--- src/rtl/difftest_commit_tracker.sv ---
// Delays core retire events by DELAY cycles before handing them to the difftest
// signal module; also tracks retired count, ebreak halt and commit-starvation hang.
module difftest_commit_tracker #(
   parameter int DELAY   = 2,
   parameter int TIMEOUT = 4096,
   parameter int CNT_W   = 64
) (
   input  logic             clock,
   input  logic             reset_n,
   input  logic             commit_valid,
   input  logic [31:0]      commit_pc,
   input  logic             commit_skip,
   input  logic             commit_halt,
   output logic             dt_enable,
   output logic [31:0]      dt_pc,
   output logic             dt_skip,
   output logic [CNT_W-1:0] retired_cnt,
   output logic             halted,
   output logic             hang
);
   localparam int                IDLE_W    = $clog2(TIMEOUT + 1);
   localparam logic [IDLE_W-1:0] L_TIMEOUT = IDLE_W'(TIMEOUT);

   logic              r_vld [DELAY];
   logic [31:0]       r_pc  [DELAY];
   logic              r_skp [DELAY];
   logic [IDLE_W-1:0] r_idle;
   logic              w_accept;
   logic              w_hang_hit;

   // halted is the pre-edge value, so the ebreak commit itself is still accepted
   assign w_accept   = commit_valid && !halted;
   assign w_hang_hit = !halted && !w_accept && (r_idle == L_TIMEOUT - IDLE_W'(1));

   always_ff @(posedge clock or negedge reset_n) begin
      if (!reset_n) begin
         for (int i = 0; i < DELAY; i++) begin
            r_vld[i] <= 1'b0;
            r_pc[i]  <= 32'd0;
            r_skp[i] <= 1'b0;
         end
      end else begin
         r_vld[0] <= w_accept;
         r_pc[0]  <= commit_pc;
         r_skp[0] <= commit_skip;
         for (int i = 1; i < DELAY; i++) begin
            r_vld[i] <= r_vld[i-1];
            r_pc[i]  <= r_pc[i-1];
            r_skp[i] <= r_skp[i-1];
         end
      end
   end

   // dt_pc/dt_skip only update on delivery so they hold between pulses
   always_ff @(posedge clock or negedge reset_n) begin
      if (!reset_n) begin
         dt_enable <= 1'b0;
         dt_pc     <= 32'd0;
         dt_skip   <= 1'b0;
      end else begin
         dt_enable <= r_vld[DELAY-1];
         if (r_vld[DELAY-1]) begin
            dt_pc   <= r_pc[DELAY-1];
            dt_skip <= r_skp[DELAY-1];
         end
      end
   end

   always_ff @(posedge clock or negedge reset_n) begin
      if (!reset_n) begin
         retired_cnt <= '0;
         halted      <= 1'b0;
      end else if (w_accept) begin
         retired_cnt <= retired_cnt + CNT_W'(1);
         if (commit_halt) begin
            halted <= 1'b1;
         end
      end
   end

   // idle counter saturates at TIMEOUT and is frozen once halted
   always_ff @(posedge clock or negedge reset_n) begin
      if (!reset_n) begin
         r_idle <= '0;
         hang   <= 1'b0;
      end else begin
         if (w_accept) begin
            r_idle <= '0;
         end else if (!halted && (r_idle != L_TIMEOUT)) begin
            r_idle <= r_idle + IDLE_W'(1);
         end
         if (w_hang_hit) begin
            hang <= 1'b1;
         end
      end
   end
endmodule

--- config.mk ---
export PLATFORM = sky130hd
export DESIGN_NAME = difftest_commit_tracker
export DESIGN_NICKNAME = d
export VERILOG_FILES = /design/src/rtl/difftest_commit_tracker.sv
export SDC_FILE = /design/constraint.sdc
export NUM_CORES = 1
export LEC_CHECK = 0
export BUFFER_PORTS_ARGS = -buffer_cell sky130_fd_sc_hd__buf_4
export CORE_ASPECT_RATIO = 0.8
export CORE_MARGIN = 1.5
export CORE_UTILIZATION = 30
export CTS_CLUSTER_DIAMETER = 100
export DETAILED_ROUTE_END_ITERATION = 6
export PLACE_DENSITY_LB_ADDON = 0.15
export SLEW_MARGIN = 20
export SYNTH_ARGS = -nofsm -noshare
export SYNTH_HDL_FRONTEND = slang
export SYNTH_SLANG_ARGS = --single-unit
--- constraint.sdc ---
create_clock -name clock -period 2.3 [get_ports clock]
set_input_delay 0.69 -clock clock [delete_from_list [all_inputs] [get_ports clock]]
set_output_delay 0.69 -clock clock [all_outputs]
set_load 0.05 [all_outputs]
==> impl_results.md <==
* Status: complete, no violations
* Fin area at 0.00887 sq mm
* Post-synth top area share at 67.3%
* Utilization after layout at 40.7%
* Antenna Nets Post-Route at 0
* Post-cts sizing count at 0
* Yosys top cell by area: dfrtp_1
* Skew-Pair Late Insertion Delay at 0.43 ns
* Worst setup SP type: flop
* Relative slew slack at 64.8%
* Die Footprint at 0.0234 sq mm
* Final Total Pwr at 7.59 mW
* H-tree levels at 4
* Synthesized area per cell at 13.8 sq um
* Hold slack at 0.166 ns
* Commonest cells in the netlist: dfrtp_1 (181), xnor2_1 (40), mux2_2 (34), xor2_1 (33), nand3_1 (29)
* Req. time, crit path at 2.61 ns
* Die width at 171 um
* Skew final at 0.00754 ns
* Drc violations at 0
* Post-CTS Hold Buffers at 0
* Share of cells above drive strength 1 at 35.9%
* Max Slew Vio Count at 0
* Overall via count from detail_route at 4373
* Synth Flop Type: dfrtp_1
* Antenna fix cells at 0
* Leak pwr at 4.24 nW
* Die Height at 137 um
* Number of synthesized flops with an enable pin at 0
* DR iter-0 viols at 272
* Setup violators final at 0
* Grt total ovfl at 0
* Yosys warning count at 0
* CP endpoint kind: flop
* Worst-path clk slew at 0.07 ns
* Top area cells in the synthesized netlist: dfrtp_1 (67%), mux2_2 (5.7%), xnor2_1 (5.2%)
* Pwr/cell area at 855 mW/mm^2
* Post-CTS Setup Inserts at 0
* Nets at 695
* # Max-Cap Violations at 0
* # clock sinks at 181
* Maximum fanout along the worst path at 6
* Inserted Clock Buffers at 17
* WL/cell at 15.4 um
* Crit-path max cell delay at 0.57 ns
* Share of flip-flops with an asynchronous set or reset at 100%
* Fmax at 467 MHz
* Min-delay worst type: primary input to asynchronous set/reset pin
* Maximum vdd drop at 0.479 mV
* DP HPWL at 10.7 mm
* Flops & latches, synth at 181
* Vias in the first global route at 4425
* Fin crit period at 2.14 ns
* PnR worst setup slack at 0.158 ns
* Most common cell in the netlist: dfrtp_1
* CTS tree: yes
* Non-Filler Instances at 968
* Placed cell areas at 0.00829 sq mm
* Final Hold Viols at 0
* Critical path arrival at 2.45 ns
* R2R setup slack at 0.16 ns
* Via/cell ratio at 4.52
* Syn nets at 529
* Drt pass-1 iters at 4
* Slowest CP cell: or4_4
* WL final at 14.9 mm
* Routability cong. at 0.740
* Area Overhead vs Synth at 31.8%
* Final period util at 93.1%
* Critical Setup Path Class: flop to flop
* Port Buffers at 136
* Setup repair after global routing missed its margin: no
* Initial antenna violation count at 0
* Tot GR Track Use at 13.6%
* Root buf cell: clkbuf_16
* Clock Path Buffers at 2
* Synth Cell Area at 0.00673 sq mm
* Unique masters post-synth at 33
* Dpl ws at -0.0246 ns
* Placed cell count at 936
* Worst reg2reg path depth at 7
* Syn Inst Count at 489
* Cell Chain, Critical Path: ha_1, nand3b_4, or4_4, nor4_4, buf_4, nand4_1, xnor2_1
* Worst-margin pin slew at 0.528 ns
* First-pass GRT wire length at 24.1 mm
* Setup TNS at 0 ns
* Core box area at 0.0218 sq mm
* Register area share after synthesis at 67.3%
* Largest net degree at the start of global routing at 62
* IO Count at 137
* Row count at 48
* Starting density of the core at 30.9%
* Critical R2R Launch: retired_cnt[0]
* Worst reg2reg endpoint: retired_cnt[44]
[worst max-delay path: cells and delay by family (launching register included)]
family	cells	cell delay, ns
adders and majority gates	1	0.21
xor gates and xnor gates	1	0.16
and+or+nand+nor	4	1.05
DFF	1	0.42
buffers and inverters	1	0.19
[per-layer routing]
| metal | wire length [um] | part of all wire (%) | up-vias | global-route usage (%) |
|---|---|---|---|---|
| met3 | 1110 | 7.4 | 19 | 5.00 |
| met1 | 7130 | 48 | 2199 | 18.3 |
| met5 | 0 | 0 | - | 0 |
| met2 | 6430 | 43 | 120 | 19.7 |
| li1 | - | - | 2035 | - |
| met4 | 276 | 1.8 | 0 | 5.36 |
[how the worst max path moves through the flow]
stage,from,depth (start not counted),slack (ns),end
3_5_place_dp,commit_valid,7,-0.02,retired_cnt[42]
4_1_cts,retired_cnt[0],7,0.14,retired_cnt[42]
5_1_grt,retired_cnt[2],6,0.02,retired_cnt[49]
3_3_place_gp,commit_valid,7,-0.01,retired_cnt[42]
2_1_floorplan,retired_cnt[0],6,0.01,retired_cnt[44]
6_report,retired_cnt[0],7,0.16,retired_cnt[44]
[report_power, final]
part           total [mW]  leakage, nW  internal, mW  switching [mW]
Sequential           3.57         2.26          3.42           0.144
Combinational        1.18         1.70         0.395           0.785
Clock                2.84        0.277          1.48            1.37
[logic make-up (layout without fill, tap and decap cells)]
group,count (synthesis),after routing,synth area share [%]
AOI/OAI and AO/OA,6,6,0.650
and+or+nand+nor,175,175,15.2
xor gates and xnor gates,73,73,9.49
DFF,181,181,67.3
buffers and inverters,16,195,1.00
adders and majority gates,3,3,0.557
muxes,35,35,5.83
[final cells by class]
class | instances | area (sq um)
Multi-Input combinational cell | 292 | 2140
Fill cell | 2060 | 12900
Clock buffer | 19 | 443
Timing Repair Buffer | 157 | 1220
Sequential cell | 181 | 4540
Inverter | 6 | 22.5
Clock inverter | 13 | 140
Tap cell | 300 | 375
[registers in the layout, summed over array words and instances, names as in the netlist, 2 cells and up]
register / flops
dt_pc: 32
r_idle: 13
r_pc: 64
r_skp: 2
r_vld: 2
retired_cnt: 64
[cells in the final DEF (no fill, tap or decap), drive strengths merged, types with 3 or more instances in the layout]
master and instances:
clkinvlp 3, clkbuf 19, and4 7, inv 12
ha 3, and3 14, nor3 15, xor2 33
nand2 28, nor2 25, nand4 23, mux2 34
clkinv 4, xnor2 40, nor4 16, and2 5
buf 157, nand3 30, dfrtp 181
Note: power is estimated with default switching activity, not from simulation.
